<file path="config.mk">
export PLATFORM = sky130hd
export DESIGN_NAME = activation_pipe
export DESIGN_NICKNAME = d
export VERILOG_FILES = /design/src/rtl/activation_pipe.sv
export SDC_FILE = /design/constraint.sdc
export NUM_CORES = 1
export LEC_CHECK = 0
export CAP_MARGIN = 20
export CORE_ASPECT_RATIO = 0.8
export CORE_MARGIN = 4
export CORE_UTILIZATION = 35
export CTS_CLUSTER_SIZE = 25
export DETAILED_ROUTE_END_ITERATION = 6
export RECOVER_POWER = 50
export SKIP_CTS_REPAIR_TIMING = 1
export SLEW_MARGIN = 10
export SYNTH_ARGS = -nofsm -noshare
export SYNTH_HDL_FRONTEND = slang
export SYNTH_SLANG_ARGS = --single-unit
</file>
<file path="constraint.sdc">
create_clock -name clk -period 4 [get_ports clk]
set_input_delay 0.6 -clock clk [delete_from_list [all_inputs] [get_ports clk]]
set_output_delay 0.6 -clock clk [all_outputs]
set_load 0.05 [all_outputs]
</file>
<file path="src/rtl/activation_pipe.sv">
// activation_pipe: three-stage fixed-point activation unit.
// Per-sample modes: logsig, tansig (2*sig(2x)-1), purelin and relu.
// The sigmoid is a power-of-two-slope piecewise-linear curve built only from
// shifts and adds. A tag sideband travels with each sample. All stages advance
// together whenever the output register is empty or being drained.
module activation_pipe #(
  parameter int DATA_WIDTH = 16,
  parameter int FRAC_BITS  = 10,
  parameter int TAG_WIDTH  = 8
) (
  input  logic                  clk,
  input  logic                  rst,
  input  logic                  in_valid,
  output logic                  in_ready,
  input  logic [DATA_WIDTH-1:0] in_data,
  input  logic [1:0]            in_mode,
  input  logic [TAG_WIDTH-1:0]  in_tag,
  output logic                  out_valid,
  input  logic                  out_ready,
  output logic [DATA_WIDTH-1:0] out_data,
  output logic [TAG_WIDTH-1:0]  out_tag,
  output logic                  out_sat
);

  localparam logic [1:0] MODE_LOGSIG  = 2'd0;
  localparam logic [1:0] MODE_TANSIG  = 2'd1;
  localparam logic [1:0] MODE_PURELIN = 2'd2;

  localparam int ONE = 1 << FRAC_BITS;

  localparam logic [DATA_WIDTH-1:0] MAX_VAL = {1'b0, {(DATA_WIDTH-1){1'b1}}};
  localparam logic [DATA_WIDTH-1:0] MIN_VAL = {1'b1, {(DATA_WIDTH-1){1'b0}}};

  // Segment breakpoints and offsets, rounded to FRAC_BITS.
  localparam logic [DATA_WIDTH-1:0] ONE_U   = DATA_WIDTH'(ONE);
  localparam logic [DATA_WIDTH-1:0] BRK_HI  = DATA_WIDTH'(5 * ONE);
  localparam logic [DATA_WIDTH-1:0] BRK_MID = DATA_WIDTH'((19 * ONE + 4) / 8);
  localparam logic [DATA_WIDTH-1:0] OFS_HI  = DATA_WIDTH'((27 * ONE + 16) / 32);
  localparam logic [DATA_WIDTH-1:0] OFS_MID = DATA_WIDTH'((5 * ONE + 4) / 8);
  localparam logic [DATA_WIDTH-1:0] OFS_LO  = DATA_WIDTH'((ONE + 1) / 2);

  logic adv;

  // Stage 1 registers
  logic                  vld1_reg;
  logic [DATA_WIDTH-1:0] x1_reg;
  logic [DATA_WIDTH-1:0] a1_reg;
  logic                  s1_reg;
  logic                  sat1_reg;
  logic [1:0]            mode1_reg;
  logic [TAG_WIDTH-1:0]  tag1_reg;

  // Stage 2 registers
  logic                  vld2_reg;
  logic [DATA_WIDTH-1:0] x2_reg;
  logic [DATA_WIDTH-1:0] p2_reg;
  logic                  s2_reg;
  logic                  sat2_reg;
  logic [1:0]            mode2_reg;
  logic [TAG_WIDTH-1:0]  tag2_reg;

  // Stage 3 (output) registers
  logic                  out_valid_reg;
  logic [DATA_WIDTH-1:0] out_data_reg;
  logic [TAG_WIDTH-1:0]  out_tag_reg;
  logic                  out_sat_reg;

  // Combinational next-state values
  logic [DATA_WIDTH:0]   dbl_next;
  logic [DATA_WIDTH-1:0] z1_next;
  logic [DATA_WIDTH-1:0] a1_next;
  logic                  sat1_next;
  logic [DATA_WIDTH-1:0] p2_next;
  logic                  sat2_next;
  logic [DATA_WIDTH-1:0] sig3_next;
  logic [DATA_WIDTH+1:0] tan3_wide;
  logic [DATA_WIDTH-1:0] out_data_next;
  logic                  out_sat_next;

  assign adv       = out_ready | ~out_valid_reg;
  assign in_ready  = adv;
  assign out_valid = out_valid_reg;
  assign out_data  = out_data_reg;
  assign out_tag   = out_tag_reg;
  assign out_sat   = out_sat_reg;

  // Stage 1: optional saturating doubling for tansig, then magnitude and sign.
  assign dbl_next = {in_data, 1'b0};
  always_comb begin
    z1_next   = in_data;
    sat1_next = 1'b0;
    if (in_mode == MODE_TANSIG) begin
      if (dbl_next[DATA_WIDTH] != dbl_next[DATA_WIDTH-1]) begin
        z1_next   = dbl_next[DATA_WIDTH] ? MIN_VAL : MAX_VAL;
        sat1_next = 1'b1;
      end else begin
        z1_next = dbl_next[DATA_WIDTH-1:0];
      end
    end
    if (z1_next == MIN_VAL) begin
      a1_next = MAX_VAL;
    end else if (z1_next[DATA_WIDTH-1]) begin
      a1_next = -z1_next;
    end else begin
      a1_next = z1_next;
    end
  end

  // Stage 2: piecewise-linear sigmoid on the magnitude; breakpoints go upward.
  always_comb begin
    sat2_next = sat1_reg;
    if (a1_reg >= BRK_HI) begin
      p2_next   = ONE_U;
      sat2_next = 1'b1;
    end else if (a1_reg >= BRK_MID) begin
      p2_next = (a1_reg >> 5) + OFS_HI;
    end else if (a1_reg >= ONE_U) begin
      p2_next = (a1_reg >> 3) + OFS_MID;
    end else begin
      p2_next = (a1_reg >> 2) + OFS_LO;
    end
  end

  // Stage 3: mirror for negative inputs, then select the requested activation.
  assign sig3_next = s2_reg ? (ONE_U - p2_reg) : p2_reg;
  assign tan3_wide = {1'b0, sig3_next, 1'b0} - {2'b00, ONE_U};
  always_comb begin
    out_data_next = sig3_next;
    out_sat_next  = sat2_reg;
    case (mode2_reg)
      MODE_LOGSIG: begin
        out_data_next = sig3_next;
      end
      MODE_TANSIG: begin
        out_data_next = tan3_wide[DATA_WIDTH-1:0];
      end
      MODE_PURELIN: begin
        out_data_next = x2_reg;
        out_sat_next  = 1'b0;
      end
      default: begin
        out_data_next = x2_reg[DATA_WIDTH-1] ? '0 : x2_reg;
        out_sat_next  = 1'b0;
      end
    endcase
  end

  // Valid chain and output register: cleared by reset, held when stalled.
  always_ff @(posedge clk) begin
    if (rst) begin
      vld1_reg      <= 1'b0;
      vld2_reg      <= 1'b0;
      out_valid_reg <= 1'b0;
      out_data_reg  <= '0;
      out_tag_reg   <= '0;
      out_sat_reg   <= 1'b0;
    end else if (adv) begin
      vld1_reg      <= in_valid;
      vld2_reg      <= vld1_reg;
      out_valid_reg <= vld2_reg;
      out_data_reg  <= out_data_next;
      out_tag_reg   <= tag2_reg;
      out_sat_reg   <= out_sat_next;
    end
  end

  // Internal datapath registers: contents only matter where the valid bit is set.
  always_ff @(posedge clk) begin
    if (adv) begin
      x1_reg    <= in_data;
      a1_reg    <= a1_next;
      s1_reg    <= z1_next[DATA_WIDTH-1];
      sat1_reg  <= sat1_next;
      mode1_reg <= in_mode;
      tag1_reg  <= in_tag;
      x2_reg    <= x1_reg;
      p2_reg    <= p2_next;
      s2_reg    <= s1_reg;
      sat2_reg  <= sat2_next;
      mode2_reg <= mode1_reg;
      tag2_reg  <= tag1_reg;
    end
  end

endmodule

</file>
==> qor.csv <==
metric,value,unit
post-route-min-period,3.47,ns
die_height,124,um
cts.sink_count,115,
dp_hpwl,10100,um
root_cell_of_the_clock_tree,sky130_fd_sc_hd__clkbuf_16,
internal_power,2.58,mW
yosys.area.top_type,sky130_fd_sc_hd__edfxtp_1,
synth.yosys.seq_area_share,0.543,
count_leader_synth,sky130_fd_sc_hd__edfxtp_1,
wirelength,13800,um
grt_start_max_net_pins,75,
hold-path-cell-count,0,
synthesis.area,0.00585,mm^2
rsz_0062_raised_after_global_routing,false,
min-delay-path-class,reg -> reg,
htreeDepth,4,
number_of_library_cell_types_mapped_by_synthesis,61,
detail_route.iter0.violations,454,
final_util,0.447,
synth.cells.most_frequent,"sky130_fd_sc_hd__edfxtp_1 (87), sky130_fd_sc_hd__nand2_1 (67), sky130_fd_sc_hd__nor2_1 (48), sky130_fd_sc_hd__a21oi_1 (45), sky130_fd_sc_hd__o21ai_0 (34)",
r2r_end,out_data[14]$_SDFFE_PP0P_,
first_global_vias,4158,
power_switching,1.06,mW
nets,657,
std_cell_rows,41,
tritoncts,built,
synthesized_instance_count,562,
initial_antenna_violation_count,0,
p_leak,2.76,nW
initial_util,0.364,
synth_top_cell_area_share,0.447,
wire_length_of_the_first_global_routing_pass,22600,um
finalSetupTns,0,ns
detail_route.wl_per_cell,16.4,um
hold_viol_final,0,
cp-start-kind,primary input,
critPathMaxFanout,18,
detail_route.first_pass.iterations,7,
final_min_period_over_clock_period,0.867,
setup.worst_path.start,in_data[14],
maxCapViolCount,0,
peakVddDrop,293,uV
clk_path_buf_depth,2,
yosysWarningCount,0,
grt_resource_usage_total,0.152,
endpoint,a1_reg[1]$_SDFFCE_PP1P_,
total_vias_in_the_final_route,4388,
pwr_density_cell,507,mW/mm^2
number_of_enable_flip_flop_cells_after_synthesis,87,
synthArstFlopShare,0,
clkTransAtPathRegs,0.05,ns
tritoncts.num_buffers,17,
regToRegSetupSlack,1.27,ns
power_switching_share,0.292,
antenna-diode-count,0,
synth_ff_type,sky130_fd_sc_hd__edfxtp_1,
clock_power_share,0.389,
worstPathArrival,3.71,ns
core_area,0.0161,mm^2
path_class,in -> reg,
grt-ovfl-total,0,
slew_viol_final,0,
syn2layout_area_growth,22.7,%
ratio_of_cells_with_drive_above_1_in_the_final_layout,0.0797,
syn_area_per_cell,10.4,um^2
combinationalPowerShare,0.197,
setup_viol_count_final,0,
final_antenna_net_count,0,
outcome,"complete, no violations",
worst_slew_margin_rel,0.239,
worstMarginPinSlew,1.14,ns
drcViolationCount,0,
design.portCount,57,
critical_path.reg2reg.startpoint,p2_reg[3]$_SDFFCE_PP0P_,
finalClockSkew,0.00710,ns
worst_r2r_path_depth,8,
power.share.sequential,0.415,
clk_latency,0.41,ns
die_width,153,um
endpoint_kind,register,
achievable-frequency,288,MHz
final.hold.worst_slack,0.419,ns
worst_ep_required_time,4.24,ns
vias_per_cell,5.21,
placement.io_buffers,56,
die_area,0.0189,mm^2
top_post_synthesis_cells_by_area,"sky130_fd_sc_hd__edfxtp_1 (45%), sky130_fd_sc_hd__dfxtp_1 (9.6%), sky130_fd_sc_hd__nand2_1 (4.3%)",
totalPowerFinal,3.64,mW
synth_seq_cells,115,
place_congestion,0.877,
power by group through the flow:
stage / clock (mW) / combinational [mW] / sequential [mW]
global route: 1.51 / 0.787 / 1.53
global placement: 0 / 0.722 / 1.53
floorplan: 0 / 0.445 / 1.59
finish: 1.41 / 0.716 / 1.51
CTS: 1.44 / 0.732 / 1.51
detailed placement: 0 / 0.728 / 1.53
worst min path at each step:
| stage | startpoint | end |
|---|---|---|
| floorplan | mode1_reg[0]$_DFFE_PP_ | mode2_reg[0]$_DFFE_PP_ |
| global placement | tag1_reg[2]$_DFFE_PP_ | tag2_reg[2]$_DFFE_PP_ |
| detailed placement | tag1_reg[6]$_DFFE_PP_ | tag2_reg[6]$_DFFE_PP_ |
| CTS | tag1_reg[6]$_DFFE_PP_ | tag2_reg[6]$_DFFE_PP_ |
| global route | s1_reg$_DFFE_PP_ | s2_reg$_DFFE_PP_ |
| finish | tag1_reg[6]$_DFFE_PP_ | tag2_reg[6]$_DFFE_PP_ |
area by class of cell:
type                    instances  area (um^2)
clock buffers                  20          457
fillers                      1509         8880
flip-flops and latches        115         3170
well taps                     215          269
inverters                      14         55.1
repair buffers                 65          621
clock inverters                12          106
multi-input cells             401         2490
stage by stage:
| stage | instances | setup slack, ns | instance area (um^2) |
|---|---|---|---|
| 6_report | 842 | 0.531 | 7170 |
| 3_3_place_gp | 810 | 0.331 | 6620 |
| 2_1_floorplan | 564 | 0.897 | 5860 |
| 3_5_place_dp | 810 | 0.207 | 6620 |
| 4_1_cts | 842 | 0.632 | 7180 |
| 5_1_grt | 842 | 0.256 | 7170 |
placed cells by master, fill, tap and decap left out, drive strengths merged, types with 5 or more instances in the layout:
master / count
dlygate4sd3: 49
inv: 15
dfxtp: 28
xnor2: 20
clkdlybuf4s50: 7
nor3b: 6
nor3: 14
a31oi: 7
clkbuf: 22
a21oi: 45
a211o: 5
a211oi: 16
mux2i: 13
edfxtp: 87
or3: 8
nand2b: 13
ha: 13
o21ai: 34
nand2: 67
buf: 7
o31ai: 9
xor2: 9
clkinv: 6
nand3: 7
nor2: 48
nor2b: 9
metal layers:
metal  vias up  track usage  part of all wire  wire, um
met5         -            0                 0         0
met4         0       0.0523             0.010       144
met3        14       0.0479             0.058       800
met2       125        0.240              0.45      6260
met1      2066        0.200              0.48      6580
li1       2183            -                 -         -
worst max-delay path, cell delays in order:
cell	delay [ns]
sky130_fd_sc_hd__dlygate4sd3_1	0.64
sky130_fd_sc_hd__inv_1	0.07
sky130_fd_sc_hd__ha_1	0.36
sky130_fd_sc_hd__buf_4	0.25
sky130_fd_sc_hd__nor2_1	0.21
sky130_fd_sc_hd__a211o_1	0.30
sky130_fd_sc_hd__a22o_1	0.29
sky130_fd_sc_hd__nor2_1	0.42
sky130_fd_sc_hd__nand3_1	0.38
sky130_fd_sc_hd__o21ai_0	0.18
kinds of logic (layout without fill, tap and decap cells):
| logic type | count (synthesis) | in the layout | synth area share |
|---|---|---|---|
| and+or+nand+nor | 190 | 190 | 0.155 |
| AOI/OAI and AO/OA | 152 | 152 | 0.171 |
| DFF | 115 | 115 | 0.543 |
| buffers and inverters | 48 | 111 | 0.0334 |
| xor gates and xnor gates | 29 | 29 | 0.0447 |
| muxes | 14 | 14 | 0.0242 |
| adders and majority gates | 13 | 13 | 0.0278 |
| other | 1 | 3 | 0.000641 |
(Power assumes the default switching activity.)
